**config.mk**
```make
export PLATFORM = sky130hd
export DESIGN_NAME = muldiv_unit
export DESIGN_NICKNAME = d
export VERILOG_FILES = /design/src/rtl/muldiv_unit.sv
export SDC_FILE = /design/constraint.sdc
export NUM_CORES = 1
export LEC_CHECK = 0
export BUFFER_PORTS_ARGS = -buffer_cell sky130_fd_sc_hd__buf_2
export CAP_MARGIN = 5
export CORE_MARGIN = 10
export CORE_UTILIZATION = 60
export CTS_CLUSTER_DIAMETER = 100
export CTS_CLUSTER_SIZE = 40
export DETAILED_ROUTE_END_ITERATION = 16
export HOLD_SLACK_MARGIN = 0.15
export PLACE_DENSITY = 0.82
export REMOVE_ABC_BUFFERS = 1
export SLEW_MARGIN = 10
export SYNTH_ARGS = -nofsm -noshare
export SYNTH_HDL_FRONTEND = slang
export SYNTH_SLANG_ARGS = --single-unit
export TNS_END_PERCENT = 20
```
**constraint.sdc**
```tcl
create_clock -name i_clk -period 14.1 [get_ports i_clk]
set_input_delay 1.41 -clock i_clk [delete_from_list [all_inputs] [get_ports i_clk]]
set_output_delay 1.41 -clock i_clk [all_outputs]
set_load 0.005 [all_outputs]
```
**src/rtl/muldiv_unit.sv**
```systemverilog
// muldiv_unit: iterative MULT/MULTU/DIV/DIVU with HI/LO registers and stall request.
// Divide datapath is built only when MULDIV_DIVIDE_EN is defined; otherwise DIV/DIVU act as no-ops.
module muldiv_unit #(
  parameter int DATA_SIZE = 32,
  parameter int OP_SIZE = 3
) (
  input  logic                 i_clk,
  input  logic                 i_reset,
  input  logic                 i_start,
  input  logic [OP_SIZE-1:0]   i_op,
  input  logic [DATA_SIZE-1:0] i_A,
  input  logic [DATA_SIZE-1:0] i_B,
  output logic                 o_busy,
  output logic                 o_done,
  output logic                 o_div_by_zero,
  output logic [DATA_SIZE-1:0] o_hi,
  output logic [DATA_SIZE-1:0] o_lo
);
  localparam int W = DATA_SIZE;
  localparam int CW = $clog2(W);
  localparam logic [1:0] IDLE = 2'd0, RUN = 2'd1, FIX = 2'd2;
  logic [1:0] state;
  logic [CW-1:0] cnt;
  logic [2*W-1:0] acc, mul_next;
  logic [W-1:0] mcand, a_mag, b_mag;
  logic [W:0] msum;
  logic neg_res, mul_op, a_neg, b_neg, dz_pulse;
  assign mul_op = i_op == OP_SIZE'(0) || i_op == OP_SIZE'(1);
  assign a_neg = i_op[0] & i_A[W-1];
  assign b_neg = i_op[0] & i_B[W-1];
  assign a_mag = a_neg ? -i_A : i_A;
  assign b_mag = b_neg ? -i_B : i_B;
  assign o_busy = state == RUN || state == FIX;
  assign o_div_by_zero = dz_pulse;
  // acc holds {partial product, remaining multiplier bits}, shifted right each step
  assign msum = {1'b0, acc[2*W-1:W]} + {1'b0, acc[0] ? mcand : {W{1'b0}}};
  assign mul_next = {msum, acc[W-1:1]};
`ifdef MULDIV_DIVIDE_EN
  logic is_div, neg_rem, dbz, qbit, div_op;
  logic [W:0] rem_t, diff;
  logic [2*W-1:0] div_next;
  assign div_op = i_op == OP_SIZE'(2) || i_op == OP_SIZE'(3);
  // acc holds {remainder, dividend bits shifting into quotient}
  assign rem_t = {acc[2*W-1:W], acc[W-1]};
  assign diff = rem_t - {1'b0, mcand};
  assign qbit = ~diff[W];
  assign div_next = {qbit ? diff[W-1:0] : rem_t[W-1:0], acc[W-2:0], qbit};
  always_ff @(posedge i_clk or posedge i_reset)
    if (i_reset) dz_pulse <= 1'b0;
    else dz_pulse <= state == FIX && is_div && dbz;
`else
  assign dz_pulse = 1'b0;
`endif
  always_ff @(posedge i_clk or posedge i_reset) begin
    if (i_reset) begin
      state <= IDLE;
      cnt <= '0;
      acc <= '0;
      mcand <= '0;
      neg_res <= 1'b0;
      o_done <= 1'b0;
      o_hi <= '0;
      o_lo <= '0;
`ifdef MULDIV_DIVIDE_EN
      is_div <= 1'b0;
      neg_rem <= 1'b0;
      dbz <= 1'b0;
`endif
    end else begin
      o_done <= state == FIX;
      if (state == IDLE && i_start) begin
        neg_res <= a_neg ^ b_neg;
        cnt <= CW'(W - 1);
        if (mul_op) begin
          state <= RUN;
          acc <= {{W{1'b0}}, b_mag};
          mcand <= a_mag;
`ifdef MULDIV_DIVIDE_EN
          is_div <= 1'b0;
`endif
        end
`ifdef MULDIV_DIVIDE_EN
        else if (div_op) begin
          is_div <= 1'b1;
          neg_rem <= a_neg;
          dbz <= i_B == '0;
          state <= i_B == '0 ? FIX : RUN;
          acc <= {{W{1'b0}}, i_B == '0 ? i_A : a_mag};
          mcand <= b_mag;
        end
`endif
        else if (i_op == OP_SIZE'(4)) o_hi <= i_A;
        else if (i_op == OP_SIZE'(5)) o_lo <= i_A;
      end else if (state == RUN) begin
`ifdef MULDIV_DIVIDE_EN
        acc <= is_div ? div_next : mul_next;
`else
        acc <= mul_next;
`endif
        cnt <= cnt - 1'b1;
        if (cnt == '0) state <= FIX;
      end else if (state == FIX) begin
        state <= IDLE;
`ifdef MULDIV_DIVIDE_EN
        if (is_div) begin
          o_hi <= dbz ? acc[W-1:0] : neg_rem ? -acc[2*W-1:W] : acc[2*W-1:W];
          o_lo <= dbz ? {W{1'b1}} : neg_res ? -acc[W-1:0] : acc[W-1:0];
        end else
`endif
        {o_hi, o_lo} <= neg_res ? -acc : acc;
      end
    end
  end
endmodule

```
==> impl_metrics.ini, run 1 <==
[finish]
number_of_antenna_repair_diodes = 0
layout-drive-gt1-share_pct = 13.72
nets = 1541
area_growth_syn_to_layout_pct = 11.12
layout.filler_cells = 1498
stdcell_area_um2 = 12640
instances_no_fill = 1677

[worst_setup_path]
crit_family = simple AND/OR/NAND/NOR gates
critical_path_class = primary input to flip-flop
cp_num_buf_inv = 3
timing.critical_path.arrival_ns = 4.92
path_max_fanout = 84
critical_path_required_ns = 14.36
worstSetupEndpointType = flip-flop
timing.critical_path.from_type = primary input
critical-path-max-stage-delay_ns = 0.97
critical-path-slowest-cell = nor2_2
worstPathCellList = buf_2 > nand2_2 > buf_4 > a2bb2oi_1 > or2_2 > nor2_2 > nor2_1 > buf_4 > or3_1 > o21ai_0 > a21oi_1
crit_top_cell = buf_4

[detailed_routing]
ant_nets = 0
drt-initial-drc-count = 1057
routed_wl_mm = 33.05
detail_route.drc_violations = 0
vias_per_cell = 6.376
num_vias = 10690
pre_antenna_drt_iters = 7
post_drt_wl_per_cell_um = 19.71

[clock_tree]
cts_hold_buf = 0
clock_h_tree_levels = 4
post-cts-setup-buffers = 0
cts.reportedPaths.clkPinSlew_ns = 0.06
clock_tree.buffer_depth = 2
tritoncts = built
worst_skew_pair.late_latency_ns = 0.44
clock-root-buffer = clkbuf_16
clock_sink_count = 169
numCtsBuffers = 17
post_cts_resized = 0

[sta]
timing.final.crit_share_pct = 32.99
grt_setup_unrepaired = false
setup_slack_ns = 9.449
worstMarginPinSlew_ns = 1.206
relSlewSlack_pct = 19.61
fin_setup_tns_ns = 0
final.setup_skew_ns = 0.01085
drv_slew = 0
final_hold_viol_count = 0
timing.fmax_mhz = 215.0
clock_period_minus_worst_slack_ns = 4.651
finalSetupViolCount = 0

[global_routing]
antenna_found_initial = 0
grt_util_all_layers_pct = 26.59
total_global_routing_overflow = 0
via_count_of_the_first_global_routing_pass = 10210
grt_start_max_net_pins = 104
first_pass_grt_wire_length_mm = 53.22

[synth]
synth-main-ff-cell = dfrtp_1
ys_types = 65
netlist_area_um2 = 11370
async_flop_share_pct = 100.0
seq_area_frac_synth_pct = 37.18
number_of_synthesized_flops_with_an_enable_pin = 0
number_of_synthesized_register_bits = 169
netlist_instances = 1351
synthesis.area_per_instance_um2 = 8.419
synth_warnings = 0

[status]
status = finished clean

[floorplan]
num_ports = 137
placement_rows = 50
placeableCoreArea_um2 = 18710
die-area_um2 = 24860
die_width_um = 157.7
die_y_um = 157.7
starting_density_of_the_core_pct = 60.80

[power]
static-leakage-power_nw = 5.445
pnr_total_power_w = 0.002929
vdd.ir_drop.worst_mv = 0.1145
power.density_cell_area_nw_per_um2 = 231.7

[place]
post-place-cells = 1645
placed_cell_area_um2 = 12060
place_congestion = 0.8931
detailedPlace.worstSlack_ns = 9.086
hpwl_mm = 23.51
port-buffer-count = 135

[flow_run]
maxCapViolations = 0

[worst_hold_path]
worstHoldPathType = flip-flop to flip-flop
[through the flow]
| stage | hold slack, ns | util [%] |
|---|---|---|
| detailed placement | 0.4607 | 64.47 |
| finish | 0.4711 | 67.57 |
| global route | 0.4955 | 67.57 |
| global placement | 0.4536 | 64.47 |
| floorplan | 0.4418 | - |
| CTS | 0.4752 | 67.57 |
[routing by layer]
metal / share of wire, % / GRT usage [%] / vias to the layer above
li1: - / - / 5010
met1: 41 / 35.33 / 5121
met2: 47 / 42.86 / 488
met3: 8.7 / 4.342 / 73
met4: 3.2 / 9.706 / 0
met5: 0 / 0 / -
[Yosys cell counts (18+ instances only)]
cell | count | area share (%)
o21ai_0 | 155 | 6.8
a21o_1 | 20 | 1.3
o31ai_1 | 43 | 2.8
a21oi_1 | 81 | 3.6
nand2_1 | 151 | 5.0
ha_1 | 40 | 4.4
clkbuf_1 | 67 | 2.2
a221oi_1 | 22 | 1.7
dfrtp_1 | 169 | 37
inv_1 | 26 | 0.86
xor2_1 | 90 | 6.9
nor3_1 | 19 | 0.84
nand2b_1 | 18 | 0.99
nand3_1 | 33 | 1.5
or4_1 | 19 | 1.3
o41ai_1 | 20 | 1.5
and2_1 | 35 | 1.9
xnor2_1 | 56 | 4.3
nor2_1 | 124 | 4.1
[final timing paths]
check | from | end | slack, ns | cells past startpoint
max | i_start | o_hi[31]$_DFFE_PP0P_ | 9.45 | 11
min | o_lo[11]$_DFFE_PP0P_ | o_lo[11]$_DFFE_PP0P_ | 0.47 | 1
max in group asynchronous | i_reset | mcand[2]$_DFFE_PP0P_ | 11.49 | 3
min in group asynchronous | i_reset | acc[9]$_DFFE_PP0P_ | 1.20 | 2
min reg2reg | o_lo[11]$_DFFE_PP0P_ | o_lo[11]$_DFFE_PP0P_ | 0.47 | 1
max reg2reg | acc[0]$_DFFE_PP0P_ | acc[61]$_DFFE_PP0P_ | 9.60 | 12
[cell usage in the layout, fill, tap and decap left out, types with 5 or more instances in the layout]
master | netlist | layout
buf_4 | 1 | 7
or4_1 | 19 | 19
ha_1 | 40 | 40
o21bai_1 | 5 | 5
nand3_1 | 33 | 33
o41ai_1 | 20 | 20
nor2_1 | 124 | 122
dfrtp_1 | 169 | 168
a22oi_1 | 5 | 5
a221oi_1 | 22 | 22
o211ai_1 | 6 | 6
a21o_1 | 20 | 20
a21oi_1 | 81 | 81
and2_1 | 35 | 34
nand2_1 | 151 | 150
nand2b_1 | 18 | 18
or3_1 | 15 | 14
a31oi_1 | 16 | 16
o31ai_1 | 43 | 43
and3_1 | 6 | 6
o22ai_1 | 16 | 16
a211oi_1 | 10 | 10
o21ai_0 | 155 | 155
xnor2_1 | 56 | 56
buf_2 | 0 | 135
nor3_1 | 19 | 19
xor2_1 | 90 | 90
nor4_1 | 14 | 14
inv_1 | 26 | 25
clkinvlp_4 | 0 | 5
or2_2 | 5 | 5
clkbuf_16 | 0 | 17
[sequential cells by signal, summed over array words and instances, names as in the netlist]
register  cells
o_hi         32
o_done        1
mcand        32
state         2
acc          64
cnt           5
o_lo         32
neg_res       1
[layout make-up]
class	instances	area [um2]	share of cell area, %
inverters	26	102.6	0.8118
flip-flops and latches	169	4230	33.47
multi-input cells	1074	6706	53.06
repair buffers	142	728.2	5.762
well taps	234	292.8	2.317
clock buffers	23	488.0	3.861
clock inverters	9	90.09	0.7128
[logic make-up (layout without fill, tap and decap cells)]
group                    after synthesis  after routing  share of synthesized area (%)
AO/OA/AOI/OAI                        422            422                          23.20
XOR/XNOR                             146            146                          11.24
adder cells (fa/ha/maj)               41             41                          4.576
buffers and inverters                108            200                          4.004
flip-flops                           169            169                          37.18
multiplexers                           4              4                         0.3520
other                                  1              1                        0.03297
AND/OR/NAND/NOR                      460            460                          19.41
[power breakdown]
group | switching (W) | internal, W
combinational | 0.000829 | 0.000618
sequential | 0.000297 | 0.000720
clock | 0.000203 | 0.000263
total | 0.00133 | 0.00160
Note: power is estimated with default switching activity, not from simulation.
==> run 2: changes to the inputs <==
ABC_AREA = 1   (was not set)
PLACE_DENSITY = 0.81   (was 0.82)
clock period = 4.5 ns   (was 14.1 ns; I/O delays follow)
==> run 2 against run 1 <==
  * Via count up 39%
  * First-iteration DRC count up 63%
  * Sequential share of layout area down 4.7 points
  * Setup slack worse by 8.4 ns
  * Critical path depth up 1
  * Flip-flop and latch count unchanged
  * Synthesized area up 17%
  * Synthesized cell count up 59%
==> impl_metrics.ini, run 2 <==
[worst_setup_path]
critical_path_class = flip-flop to flip-flop
critical-path-max-stage-delay_ns = 0.87
critical-path-slowest-cell = inv_2
worstSetupEndpointType = flip-flop
critical_path_required_ns = 4.81
timing.critical_path.from_type = flip-flop
path_max_fanout = 70
timing.critical_path.arrival_ns = 3.72
worstPathCellList = inv_1 > ha_1 > nand2_4 > buf_4 > nor3_4 > buf_4 > inv_2 > nand2_4 > inv_2 > a21oi_1 > o21ai_1 > o21ai_0

[sta]
worstMarginPinSlew_ns = 1.012
relSlewSlack_pct = 32.42
clock_period_minus_worst_slack_ns = 3.405
final.setup_skew_ns = 0.01485
finalSetupViolCount = 0
timing.final.crit_share_pct = 75.67
drv_slew = 0
grt_setup_unrepaired = false
final_hold_viol_count = 0
timing.fmax_mhz = 293.7

[synth]
synth.top_cells.by_count = 570 x nand2_1, 342 x nor2_1, 267 x inv_1
yosysMostFrequentCell = nand2_1
netlist_area_um2 = 13290
synth-main-ff-cell = dfrtp_1
yosys.area.top_type = dfrtp_1
ys_types = 43
seq_area_frac_synth_pct = 31.82
netlist_top_cells_area = dfrtp_1 32%, nand2_1 16%, nor2_1 9.7%
number_of_synthesized_register_bits = 169
yosysTopAreaCellShare_pct = 31.82
async_flop_share_pct = 100.0
netlist_instances = 2143
number_of_synthesized_flops_with_an_enable_pin = 0
synth_warnings = 0
synthesis.area_per_instance_um2 = 6.202

[finish]
nets = 2348
final_util_pct = 67.35
area_growth_syn_to_layout_pct = 10.58
final_common_cell = nand2_1
layout.filler_cells = 2062
stdcell_area_um2 = 14700
layout-drive-gt1-share_pct = 9.778
max_flop_register = acc
flip_flop_count_of_the_largest_register_all_copies_and_words_added = 64
layout_common_cells = 570 x nand2_1, 342 x nor2_1, 266 x inv_1
number_of_antenna_repair_diodes = 0

[detailed_routing]
ant_nets = 0
routed_wl_mm = 47.04
num_vias = 14890
pre_antenna_drt_iters = 6
vias_per_cell = 5.886
detail_route.drc_violations = 0
post_drt_wl_per_cell_um = 18.59
drt-initial-drc-count = 1718

[global_routing]
grt_start_max_net_pins = 95
first_pass_grt_wire_length_mm = 73.40
total_global_routing_overflow = 0
grt_util_all_layers_pct = 32.05
antenna_found_initial = 0
via_count_of_the_first_global_routing_pass = 13850

[power]
static-leakage-power_nw = 7.626
vdd.ir_drop.worst_mv = 0.3249
power.density_cell_area_nw_per_um2 = 670.9

[clock_tree]
cts.reportedPaths.clkPinSlew_ns = 0.08
clock_tree.buffer_depth = 2
numCtsBuffers = 17
clock_h_tree_levels = 4
post-cts-setup-buffers = 0
tritoncts = built
post_cts_resized = 0
cts_hold_buf = 0
clock_sink_count = 169
worst_skew_pair.late_latency_ns = 0.45
clock-root-buffer = clkbuf_16

[floorplan]
placement_rows = 54
starting_density_of_the_core_pct = 60.90
placeableCoreArea_um2 = 21820
die_width_um = 168.8
die-area_um2 = 28510
die_y_um = 168.8
num_ports = 137

[flow_run]
maxCapViolations = 0

[status]
status = finished clean

[place]
place_congestion = 1.000
hpwl_mm = 36.22
port-buffer-count = 135
placed_cell_area_um2 = 14090

[worst_hold_path]
worstHoldPathType = primary input to async pin
## run 2: report_power, final
part	internal, W	switching, W	leakage [nW]
Sequential	0.00224	0.000730	2.05
Combinational	0.00173	0.00360	5.29
Clock	0.000821	0.000736	0.292
Total	0.00479	0.00507	7.63
## run 2: worst paths after layout
| kind | endpoint | slack, ns | cells after the start | from |
|---|---|---|---|---|
| max | acc[14]$_DFFE_PP0P_ | 1.10 | 12 | state[0]$_DFFE_PP0P_ |
| min | cnt[0]$_DFFE_PP0P_ | 0.16 | 2 | i_reset |
| max reg2reg | acc[14]$_DFFE_PP0P_ | 1.10 | 12 | state[0]$_DFFE_PP0P_ |
| min reg2reg | mcand[21]$_DFFE_PP0P_ | 0.49 | 2 | mcand[21]$_DFFE_PP0P_ |
| max in group asynchronous | o_lo[20]$_DFFE_PP0P_ | 3.39 | 3 | i_reset |
| min in group i_clk | o_lo[0]$_DFFE_PP0P_ | 0.31 | 3 | i_A[0] |
## run 2: kinds of logic (layout without fill, tap and decap cells)
| group | count (synthesis) | count (layout) | synth area share [%] |
|---|---|---|---|
| buf+inv | 345 | 452 | 10.17 |
| other cells | 1 | 1 | 0.02821 |
| flops | 169 | 169 | 31.82 |
| fa+ha+maj | 41 | 41 | 3.916 |
| simple gates | 1208 | 1208 | 37.98 |
| xor+xnor | 26 | 26 | 1.713 |
| compound gates | 353 | 353 | 14.37 |
## run 2: critical path, delay by kind of cell (launching register included)
family / cells / cell delay (ns)
adder cells (fa/ha/maj): 1 / 0.24
buffers and inverters: 5 / 1.89
AND/OR/NAND/NOR: 3 / 0.41
flip-flops: 1 / 0.39
AO/OA/AOI/OAI: 3 / 0.30
## run 2: layout make-up
| type | instances | area (um2) | share of cell area (%) |
|---|---|---|---|
| timing repair buffer | 145 | 763.2 | 5.193 |
| inverter | 275 | 1040 | 7.074 |
| sequential | 169 | 4230 | 28.78 |
| tap | 280 | 350.3 | 2.384 |
| multi-input combinational | 1629 | 7711 | 52.46 |
| clock inverter | 13 | 150.1 | 1.022 |
| clock buffer | 19 | 452.9 | 3.082 |
## run 2: metal layers
metal,vias up,routed length (um),global-route usage (%)
li1,7101,-,-
met1,6885,18890,41.52
met2,791,22120,52.98
met3,115,4316,5.025
met4,0,1710,11.62
met5,-,0,0
## run 2: through the flow
step / cells / power (W) / setup slack, ns / setup TNS [ns] / hold WS (ns)
floorplan: 2073 / 0.006271 / -0.5251 / -88.74 / 0.4487
global placement: 2498 / 0.008034 / 1.410 / 0 / 0.4629
detailed placement: 2498 / 0.008157 / 1.213 / 0 / 0.4654
CTS: 2530 / 0.009726 / 1.208 / 0 / 0.2304
global route: 2530 / 0.01058 / 0.8972 / 0 / 0.2337
finish: 2530 / 0.009860 / 1.095 / 0 / 0.1612
==> run 3: changes to the inputs <==
ABC_AREA = 0   (was 1)
CORE_UTILIZATION = 54   (was 60)
PLACE_DENSITY = 0.78   (was 0.81)
clock period = 3.03 ns   (was 4.5 ns; I/O delays follow)
==> run 3 against run 2 <==
  * The run now ends with negative setup slack left
  * Maximum frequency up 12%
  * Die area down 4.3%
  * Cell count down 28%
  * Routed wire length down 24%
  * First-iteration DRC count down 47%
  * Non-clock buffer count up 101
  * Sequential power up 46%
  * Register-to-register slack worse by 1.1 ns
==> impl_metrics.ini, run 3 (synthesized netlist as in run 1, its figures left out) <==
[status]
status = finished, violations left
failing_checks = negative setup slack

[global_routing]
grt_util_all_layers_pct = 26.01
antenna_found_initial = 1
first_pass_grt_wire_length_mm = 56.70
total_global_routing_overflow = 0
gr-usage-met1_pct = 32.74
grt_start_max_net_pins = 80
grtUsageMet3_pct = 4.834
global_route.peak_usage_layer = met2
groute.layer.met2.usage_pct = 43.37
via_count_of_the_first_global_routing_pass = 11040

[floorplan]
die_y_um = 165.1
placement_rows = 53
die_width_um = 165.1
die-area_um2 = 27270
placeableCoreArea_um2 = 20890
starting_density_of_the_core_pct = 54.45
num_ports = 137

[sta]
clock_period_minus_worst_slack_ns = 3.036
worstMarginPinSlew_ns = 0.9673
finalHoldWorstSlack_ns = 0.1624
timing.final.crit_share_pct = 100.2
relSlewSlack_pct = 35.51
finalSetupViolCount = 1
timing.fmax_mhz = 329.4
final_hold_viol_count = 0
final.setup_skew_ns = 0.01685
grt_setup_unrepaired = true
setup_slack_ns = -0.005874
drv_slew = 0

[worst_setup_path]
critical-path-max-stage-delay_ns = 0.54
ff2ff_setup_slack_ns = -0.006
number_of_cells_on_the_worst_reg_to_reg_path = 8
worstPathCellList = or4_4 > or4_4 > or3_4 > or2_4 > or4_4 > o31ai_4 > xor2_1 > a221oi_2
critical_path_class = flip-flop to flip-flop
cp_num_buf_inv = 0
crit_top_cell = or4_4
regToRegEndpoint = o_hi[13]$_DFFE_PP0P_
worstSetupEndpointType = flip-flop
crit_family = simple AND/OR/NAND/NOR gates
timing.critical_path.arrival_ns = 3.37
worst_r2r_startpoint = acc[12]$_DFFE_PP0P_
timing.critical_path.from_type = flip-flop
critical-path-slowest-cell = or4_4
critical_path_required_ns = 3.37
path_max_fanout = 3

[power]
power_frac_comb_pct = 56.1
pnr_total_power_w = 0.01476
internal_dissipation_w = 0.008133
power.density_cell_area_nw_per_um2 = 1072
pwr-share-seq_pct = 29.4
netSwitchingPower_w = 0.006623
static-leakage-power_nw = 6.013
switching_share_pct = 44.88
clock_power_share_pct = 14.5
vdd.ir_drop.worst_mv = 0.4434

[finish]
nets = 1645
number_of_antenna_repair_diodes = 0
layout-drive-gt1-share_pct = 21.59
area_growth_syn_to_layout_pct = 20.97
max_flop_register = acc
flip_flop_count_of_the_largest_register_all_copies_and_words_added = 64
layout_common_cells = 167 x dfrtp_1, 150 x nand2_1, 143 x o21ai_0
layout.filler_cells = 1725
final_common_cell = dfrtp_1

[place]
hpwl_mm = 26.32
port-buffer-count = 135
place_congestion = 0.9690

[flow_run]
maxCapViolations = 0

[clock_tree]
cts.reportedPaths.clkPinSlew_ns = 0.07
tritoncts = built
clock_tree.buffer_depth = 2
clock_sink_count = 169
numCtsBuffers = 17
clock_h_tree_levels = 4
clock-root-buffer = clkbuf_16
worst_skew_pair.late_latency_ns = 0.44

[worst_hold_path]
hp-start = i_B[0]
instance_count_along_the_most_critical_hold_path = 3
worstHoldPathType = primary input to flip-flop
hold_end = acc[0]$_DFFE_PP0P_

[detailed_routing]
vias_per_cell = 6.087
ant_nets = 0
detail_route.drc_violations = 0
routed_wl_mm = 35.97
drt-initial-drc-count = 902
post_drt_wl_per_cell_um = 19.74
num_vias = 11090
pre_antenna_drt_iters = 5
run 3: timing repair:
item                                    in CTS  in global routing
buffers inserted                             1                  3
pin swaps                                    4                 15
hold endpoints to repair                    61                  0
endpoints found under the setup margin      21                 37
hold buffers                                 1                  0
resized for setup                           14                 42
run 3: power groups by stage:
stage / Combinational, W / Sequential [W] / Clock, W
CTS: 0.00794 / 0.00430 / 0.00213
finish: 0.00828 / 0.00434 / 0.00214
global placement: 0.00764 / 0.00428 / 0
floorplan: 0.00483 / 0.00428 / 0
global route: 0.00915 / 0.00447 / 0.00222
detailed placement: 0.00784 / 0.00431 / 0
run 3: final cells by class:
cell class | instances | area [um2] | area share (%)
Multi-Input combinational cell | 1074 | 6952 | 50.53
Clock buffer | 19 | 432.9 | 3.147
Sequential cell | 169 | 4232 | 30.76
Inverter | 26 | 102.6 | 0.7457
Clock inverter | 13 | 118.9 | 0.8640
Tap cell | 275 | 344.1 | 2.501
Timing Repair Buffer | 246 | 1577 | 11.46
run 3: worst reg2reg max path: stages (launching register included):
cell and delay (ns):
dfrtp_1 0.38, or4_4 0.54, or4_4 0.44, or3_4 0.37, or2_4 0.25, or4_4 0.44, o31ai_4 0.19, xor2_1 0.10
a221oi_2 0.23
run 3: how the worst max path moves through the flow:
| stage | start | end | slack [ns] | cells past startpoint |
|---|---|---|---|---|
| 5_1_grt | acc[0]$_DFFE_PP0P_ | o_hi[26]$_DFFE_PP0P_ | -0.08 | 12 |
| 6_report | acc[12]$_DFFE_PP0P_ | o_hi[13]$_DFFE_PP0P_ | -0.006 | 8 |
| 2_1_floorplan | i_reset | acc[0]$_DFFE_PP0P_ | -1.85 | 1 |
| 3_5_place_dp | acc[12]$_DFFE_PP0P_ | o_hi[13]$_DFFE_PP0P_ | -0.1 | 8 |
| 4_1_cts | acc[12]$_DFFE_PP0P_ | o_hi[13]$_DFFE_PP0P_ | -0.01 | 8 |
| 3_3_place_gp | acc[12]$_DFFE_PP0P_ | o_hi[28]$_DFFE_PP0P_ | -0.04 | 8 |
run 3: per-layer routing:
layer / part of all wire [%] / vias up
met5: 0.036 / -
met4: 3.6 / 2
met3: 7.3 / 90
met2: 49 / 473
met1: 40 / 5313
li1: - / 5212
run 3: stage by stage:
| stage | worst slack (ns) | util [%] | TNS (ns) | area [um2] | instances |
|---|---|---|---|---|---|
| 2_1_floorplan | -1.848 | - | -446.76 | 11020 | 1269 |
| 3_3_place_gp | -0.04086 | 61.72 | -0.09160 | 12890 | 1785 |
| 3_5_place_dp | -0.09933 | 61.72 | -0.7681 | 12890 | 1785 |
| 4_1_cts | -0.01031 | 64.67 | -0.01031 | 13510 | 1819 |
| 5_1_grt | -0.07708 | 65.86 | -0.5722 | 13760 | 1822 |
| 6_report | -0.005874 | 65.86 | -0.005874 | 13760 | 1822 |
